$ cat src/rtl/sha256_w_pipe_sched_ctrl.sv
// Batch scheduler and flow controller for the pipelined SHA-256 message-expansion chain.
// Admits blocks from the nonce generator, drives the shared stage write enable, carries a
// per-block tag alongside the datapath, handles downstream backpressure and batch abort.
module sha256_w_pipe_sched_ctrl #(
    parameter  int DEPTH = 48,
    parameter  int TAG_W = 32,
    parameter  int CNT_W = 32,
    localparam int OCC_W = $clog2(DEPTH + 1)
) (
    input  logic             clk,
    input  logic             rst_n,
    input  logic             start,
    input  logic [CNT_W-1:0] batch_len,
    input  logic             abort,
    input  logic             in_valid,
    output logic             in_ready,
    input  logic [TAG_W-1:0] in_tag,
    output logic             stage_en,
    output logic             out_valid,
    input  logic             out_ready,
    output logic [TAG_W-1:0] out_tag,
    output logic             busy,
    output logic             done,
    output logic             aborted,
    output logic [OCC_W-1:0] occupancy,
    output logic [CNT_W-1:0] issued_cnt
);

    localparam logic [1:0] ST_IDLE  = 2'd0;
    localparam logic [1:0] ST_RUN   = 2'd1;
    localparam logic [1:0] ST_DRAIN = 2'd2;
    localparam logic [1:0] ST_FLUSH = 2'd3;

    logic [1:0]       state_q;
    logic [1:0]       state_d;
    logic [DEPTH-1:0] vld_q;
    logic [TAG_W-1:0] tag_q [DEPTH];
    logic [CNT_W-1:0] len_q;
    logic [CNT_W-1:0] issued_q;
    logic [CNT_W-1:0] retired_q;
    logic [OCC_W-1:0] occ_q;
    logic             done_q;

    logic adv;
    logic acc;
    logic ret;
    logic active;
    logic flush_now;
    logic drain_done;
    logic batch_start;
    logic empty_start;

    // The whole chain advances together unless the last stage holds a block nobody takes.
    assign out_valid   = vld_q[DEPTH-1];
    assign out_tag     = tag_q[DEPTH-1];
    assign adv         = ~(out_valid & ~out_ready);
    assign active      = (state_q == ST_RUN) | (state_q == ST_DRAIN);
    assign stage_en    = adv & active;
    assign in_ready    = (state_q == ST_RUN) & adv & ~abort & (issued_q < len_q);
    assign acc         = in_valid & in_ready;
    assign ret         = out_valid & out_ready;
    assign flush_now   = abort & active;
    assign drain_done  = (state_q == ST_DRAIN) & (occ_q == '0) & (retired_q == len_q);
    assign batch_start = (state_q == ST_IDLE) & start & (batch_len != '0);
    assign empty_start = (state_q == ST_IDLE) & start & (batch_len == '0);

    assign busy       = (state_q != ST_IDLE);
    assign done       = done_q;
    assign aborted    = (state_q == ST_FLUSH);
    assign occupancy  = occ_q;
    assign issued_cnt = issued_q;

    // Next-state logic; abort takes priority over any accept or drain completion.
    always_comb begin
        // NOTE: default assignment first so every path drives state_d and no latch is inferred.
        state_d = state_q;
        case (state_q)
            ST_IDLE:  if (batch_start) state_d = ST_RUN;
            ST_RUN: begin
                if (abort)                                     state_d = ST_FLUSH;
                else if (acc && (issued_q == len_q - CNT_W'(1))) state_d = ST_DRAIN;
            end
            ST_DRAIN: begin
                if (abort)           state_d = ST_FLUSH;
                else if (drain_done) state_d = ST_IDLE;
            end
            ST_FLUSH: state_d = ST_IDLE;
            default:  state_d = ST_IDLE;
        endcase
    end

    // Batch control: state, completion pulse, batch length and issue/retire counters.
    always_ff @(posedge clk or negedge rst_n) begin
        if (!rst_n) begin
            state_q   <= ST_IDLE;
            done_q    <= 1'b0;
            len_q     <= '0;
            issued_q  <= '0;
            retired_q <= '0;
        end else begin
            // NOTE: non-blocking assignments so every register samples pre-edge values.
            state_q <= state_d;
            done_q  <= empty_start | (drain_done & ~abort);
            if (batch_start) begin
                len_q     <= batch_len;
                issued_q  <= '0;
                retired_q <= '0;
            end else begin
                if (acc) issued_q  <= issued_q + CNT_W'(1);
                if (ret) retired_q <= retired_q + CNT_W'(1);
            end
        end
    end

    // In-flight block count; an accept and a retire in the same cycle cancel out.
    always_ff @(posedge clk or negedge rst_n) begin
        if (!rst_n) begin
            occ_q <= '0;
        end else if (flush_now) begin
            occ_q <= '0;
        end else if (acc && !ret) begin
            occ_q <= occ_q + OCC_W'(1);
        end else if (!acc && ret) begin
            occ_q <= occ_q - OCC_W'(1);
        end
    end

    // Valid shift register mirroring the expansion stages; abort empties it at once.
    always_ff @(posedge clk or negedge rst_n) begin
        if (!rst_n) begin
            vld_q <= '0;
        end else if (flush_now) begin
            vld_q <= '0;
        end else if (stage_en) begin
            vld_q <= {vld_q[DEPTH-2:0], acc};
        end
    end

    // Tag shift register travelling in lockstep with the valid bits.
    always_ff @(posedge clk or negedge rst_n) begin
        if (!rst_n) begin
            // NOTE: the tag array is reset so out_tag reads zero straight out of reset.
            for (int i = 0; i < DEPTH; i++) tag_q[i] <= '0;
        end else if (stage_en) begin
            tag_q[0] <= acc ? in_tag : '0;
            for (int i = 1; i < DEPTH; i++) tag_q[i] <= tag_q[i-1];
        end
    end

endmodule

$ cat config.mk
export PLATFORM = sky130hd
export DESIGN_NAME = sha256_w_pipe_sched_ctrl
export DESIGN_NICKNAME = d
export VERILOG_FILES = /design/src/rtl/sha256_w_pipe_sched_ctrl.sv
export SDC_FILE = /design/constraint.sdc
export NUM_CORES = 2
export LEC_CHECK = 0
export CAP_MARGIN = 20
export CELL_PAD_IN_SITES_DETAIL_PLACEMENT = 2
export CELL_PAD_IN_SITES_GLOBAL_PLACEMENT = 2
export CORE_MARGIN = 1
export CORE_UTILIZATION = 42
export CTS_BUF_LIST = sky130_fd_sc_hd__clkbuf_4
export DETAILED_ROUTE_END_ITERATION = 16
export DONT_BUFFER_PORTS = 1
export PLACE_DENSITY = 0.8
export RECOVER_POWER = 50
export SLEW_MARGIN = 40
export SYNTH_ARGS = -nofsm -noshare
export SYNTH_HDL_FRONTEND = slang
export SYNTH_SLANG_ARGS = --single-unit
$ cat constraint.sdc
create_clock -name clk -period 4.6 [get_ports clk]
set_input_delay 0.92 -clock clk [delete_from_list [all_inputs] [get_ports clk]]
set_output_delay 0.92 -clock clk [all_outputs]
set_load 0.02 [all_outputs]
# [Yosys cells after proc, flatten, opt, wreduce, memory -nomap -nowiden]
# Cells that the tools add are included.
[totals] output_inout_bits=76 mem_count=0 regBits=1689 latchBits=0 mem_bits_ro=0 input_bits=70 elab_cells=119 ramBits=0
[op_classes] n_reduce_logical=15 shift=0 n_mul=0 mux=16 n_lt_le_gt_ge=1 div_mod_pow=0 addsub=5 eq_ne=8 bitwise=19
[ops] cell="$mux W32" count=5
[ops] cell="$mux W48" count=2
[ops] cell="$add A32 B1 Y32 const B" count=2
[ops] cell="$eq A32 B32 Y1" count=2
[ops] cell="$logic_not A32 Y1" count=1
[ops] cell="$lt A32 B32 Y1" count=1
[ops] cell="$reduce_bool A32 Y1" count=1
[ops] cell="$sub A32 B1 Y32 const B" count=1
[ops] cell="$mux W6" count=3
[ops] cell="$and A1 B1 Y1" count=14
[ops] cell="$mux W2" count=5
[ops] cell="$pmux W2 S4" count=1
[ops] cell="$reduce_bool A2 Y1" count=4
[ops] cell="$add A6 B1 Y6 const B" count=1
[ops] cell="$logic_not A6 Y1" count=1
[ops] cell="$sub A6 B1 Y6 const B" count=1
[ops] cell="$eq A2 B2 Y1 const B" count=2
[ops] cell="$logic_and A1 B1 Y1" count=3
[ops] cell="$ne A3 B2 Y1 const B" count=1
[ops] cell="$ne A3 B3 Y1 const B" count=1
[ops] cell="$not A1 Y1" count=3
[ops] cell="$reduce_and A3 Y1" count=1
[ops] cell="$reduce_bool A3 Y1" count=1
[ops] cell="$eq A2 B1 Y1 const B" count=1
[ops] cell="4 further kinds" count=6

# [Longest topological paths before layout]
[depth] depth_word=12 ltp_mapped=18 depth_no_buf=17

# [Least setup slack after synthesis]
# OpenSTA, ideal clock, no wires.
[synth_path] path_kind="reg2reg" startpoint="register len_q[19]" endpoint="register occ_q[5], in the netlist occupancy[5]" stages_incl_launch_ff=19 path_buffers=1 setup_time_ns=0.127 arrival_time_ns=3.632 required_ns=4.473 period_less_slack_ns=3.759 slack_ns=0.841 cell_sequence="dfrtp_1 -> clkbuf_1 -> inv_1 -> ha_1 -> a21oi_1 -> o21ai_0 -> a221oi_1 -> nor3_1 -> or4_1 -> a21oi_1 -> inv_1 -> ha_1 -> a21o_1 -> a21oi_1 -> o21bai_1 -> a21oi_1 -> mux2i_1 -> xor2_1 -> nor2_1"
[synth_via] elab_chain_cells=6 word_cells_on_any_way=9 cone_classes="1 x order compare; 2 x mux; 2 x bitwise; 4 x reduce/logical"
[synth_lines] item="start: declaration" line="38" source="logic [CNT_W-1:0] len_q;"
[synth_lines] item="start signal: assignment" line="105" source="len_q <= batch_len;"
[synth_lines] item="$lt A32 B32 Y1 (*)" line="59" source="assign in_ready = (state_q == ST_RUN) & adv & ~abort & (issued_q < len_q);"
[synth_lines] item="$and A1 B1 Y1 (*)" line="59"
[synth_lines] item="$and A1 B1 Y1 (*)" line="60" source="assign acc = in_valid & in_ready;"
[synth_lines] item="$logic_and A1 B1 Y1 / $logic_not A1 Y1 (equally long branches)" line="121, 123"
[synth_lines] item="$mux W6 / $logic_and A1 B1 Y1 (equally long branches)" line="121, 123"
[synth_lines] item="$mux W6 / $reduce_bool A3 Y1 (equally long branches)"
[synth_lines] item="end signal: assignment" line="122" source="occ_q <= occ_q + OCC_W'(1);"
[synth_lines] item="end signal: assignment" line="124" source="occ_q <= occ_q - OCC_W'(1);"
[synth_lines] item="end: declaration" line="41" source="logic [OCC_W-1:0] occ_q;"
# Mark *: on every way between the ends. The rest lies on a longest branch, timed or not.
# A chain may end at the register's enable or synchronous reset.

# [Worst setup path after layout]
[layout_path] startpoint="register len_q[29]" endpoint="output port in_ready"
[layout_via] elab_chain_cells=2
[layout_lines] item="$lt A32 B32 Y1" line="59"
[layout_lines] item="$and A1 B1 Y1" line="59"
[layout_lines] item="end: declaration" line="16" source="output logic in_ready,"
# Every way passes these cells.

==> metrics.txt <==
status finished with violations; failing checks capacitance limit, slew limit; cell row count 145; number of CTS-inserted buffers 468; Worst EP required 3.68 ns; post-synthesis simple-gate area fraction 28.8%; Syn-to-layout area delta 13.0%; GR Util All Layers 21.8%; total grt overflow 0; DP HPWL 99900 um; area of the multi-input gates 22200 um^2; Synth top area share 63.7%; Worst-Margin Slew 2.99 ns; pin count of the biggest net entering global routing 193; CTS root buffer clkbuf_4; chip height 399 um; Placed Instance Area 68700 um^2; Worst VDD drop 0.714 mV; minimum clock period 4.42 ns; Post-Synth Adder-Cell Area 0.860%; cell area after layout 75000 um^2; worst reg2reg endpoint tag_q[906]$_DFFE_PN0P_; vias in the first global route 57685; Critical R2R Launch state_q[1]$_DFFE_PN0P_; Startpoint Class flop; io pins 146; Final setup viols 0; CP arrival 3.50 ns; Initial Util 42.4%; XOR/XNOR share of the synthesized area 1.62%; Hold Path Class input port to asynchronous set/reset pin; drt drc 0; Cell Pwr Density 638 nW/um^2; largest family of logic cells by synthesized area simple AND/OR/NAND/NOR gates; top-count cell post-synth nand2_1; Post-synth top cells nand2_1 (4666), dfrtp_1 (1689), clkbuf_1 (375); DRT iter0 DRCs 2393; first-pass GRT wire length 288000 um; Yosys cell types 64; Post-Syn Area 66300 um^2; wire per inst 16.9 um; CTS HTree Levels 5; vias per cell 4.97; layout cells sized above 1 10.4%; Clock Skew 0.0735 ns; Post-DRT Antenna Nets 0; clk_lat worst skew 1.36 ns; slew margin rel. -99.1%; final setup margin 0.179 ns; sequential area share after synthesis 63.7%; synthesized instance count 7492; Tcrit/Tclk final 96.1%; prevailing post-synth register cell dfrtp_1; final slew viol count 1104; pre-CTS setup slack -0.170 ns; antenna violations before repair 10; syn_nets 7607; number of flops mapped to enable cells by yosys 0; crit path kind flop to primary output; register area 42300 um^2; TritonCTS clock tree built; via count 50268; Final Hold Viols 0; CTS sink count 1689; Inst Count DP 9229; clock tree buffer depth 4; clock-pin slew on the worst setup and hold paths 0.07 ns; synthesized flop and latch total 1689; PortBufs 0; worst r2r path cells 7; final setup TNS 0 ns; die area 160000 um^2; r2r setup slk 0.40 ns; Synth Area in Compound Gates 1.97%; post-synthesis mux area share 0.141%; filler instances 17026; Yosys warnings 0; nets 7830; fmax 226 MHz; post-synth top area cell dfrtp_1; fin cells 10115; max capacitance violation total 13; core area 157000 um^2; RePlAce Congestion 0.848; CP max FO 7; Routed Wire Length 170000 um; die span in x 399 um; hold slack final 0.106 ns; Pleak 42.4 nW; DRT Pass-1 Iters 5; ys async rst share 100%; Setup crit end kind primary output; mean post-synth cell area 8.85 um^2; synth top area cells dfrtp_1 (64%), nand2_1 (26%), clkbuf_1 (2.1%)
[final cells by class]
type / instances / share of cell area [%]
clock buffer: 700 / 7.01
timing repair buffer: 174 / 2.63
tap: 2058 / 3.43
inverter: 54 / 0.287
multi-input combinational: 5328 / 29.6
clock inverter: 98 / 0.636
sequential: 1689 / 56.4
antenna: 14 / 0.0467
[worst max-delay path: stages (launching register included)]
cell,delay [ns]
dfrtp_1,0.51
inv_1,0.15
ha_1,0.34
nand4_1,0.20
nor2_1,0.20
nand3_1,0.22
a31oi_4,0.29
nor3_2,0.07
buf_4,0.18
[repair_timing]
item | in CTS | in global routing
setup buffers | 0 | 0
cloned | 0 | 0
endpoints found under the setup margin | 2 | 1
hold buffers | 71 | 2
resized for setup | 4 | 2
hold endpoints to repair | 514 | 153
[through the flow]
step | total power [mW] | util (%)
after floorplan | 30.1 | -
after global placement | 34.7 | 43.6
after detailed placement | 35.3 | 43.9
after CTS | 49.3 | 48.0
after global routing | 51.5 | 47.9
final | 47.8 | 47.9
[flip-flops by register name (all words and copies together), names as in the netlist]
name and count:
out_tag 32, tag_q 1504, retired_q 32, vld_q 48, issued_cnt 32, len_q 32
occupancy 6, done 1, state_q 2
[power breakdown]
| group | total [mW] | internal [mW] | leakage [nW] | switching, mW |
|---|---|---|---|---|
| Sequential | 19.8 | 17.9 | 23.4 | 1.88 |
| Clock | 13.4 | 7.04 | 3.43 | 6.40 |
| Combinational | 14.6 | 2.65 | 15.5 | 12.0 |
[metal layers]
| metal | part of all wire (%) | global-route usage [%] | vias up | wire, um |
|---|---|---|---|---|
| met5 | 0 | 0 | - | 0 |
| met1 | 42 | 25.9 | 25502 | 71100 |
| li1 | - | - | 23634 | - |
| met3 | 3.3 | 4.13 | 434 | 5550 |
| met2 | 52 | 38.6 | 698 | 88200 |
| met4 | 3.3 | 9.11 | 0 | 5660 |
[cell usage in the layout (no fill, tap or decap), types with 36 or more instances in the layout]
cell type / n
nor2_1: 84
nand2_1: 4665
ha_1: 44
inv_1: 53
buf_4: 46
xnor2_1: 67
o21ai_0: 87
a21oi_1: 36
clkinv_1: 84
dlygate4sd3_1: 71
xor2_1: 56
clkbuf_4: 701
a22o_1: 47
dfrtp_1: 1689
[worst max path at each step]
stage | from | to | slack (ns)
finish | len_q[29]$_DFFE_PN0P_ | in_ready | 0.18
global route | len_q[5]$_DFFE_PN0P_ | in_ready | -0.08
floorplan | len_q[19]$_DFFE_PN0P_ | occupancy[5]$_DFFE_PN0P_ | 0.84
detailed placement | rst_n | tag_q[577]$_DFFE_PN0P_ | -0.17
global placement | rst_n | tag_q[1024]$_DFFE_PN0P_ | 0.16
CTS | len_q[5]$_DFFE_PN0P_ | in_ready | 0.005
[kinds of logic after synthesis]
group,after synthesis
and+or+nand+nor,4947
DFF,1689
buffers and inverters,475
AOI/OAI and AO/OA,204
xor gates and xnor gates,123
adders and majority gates,45
muxes,9
No activity file was read; power rests on OpenSTA's default activity.
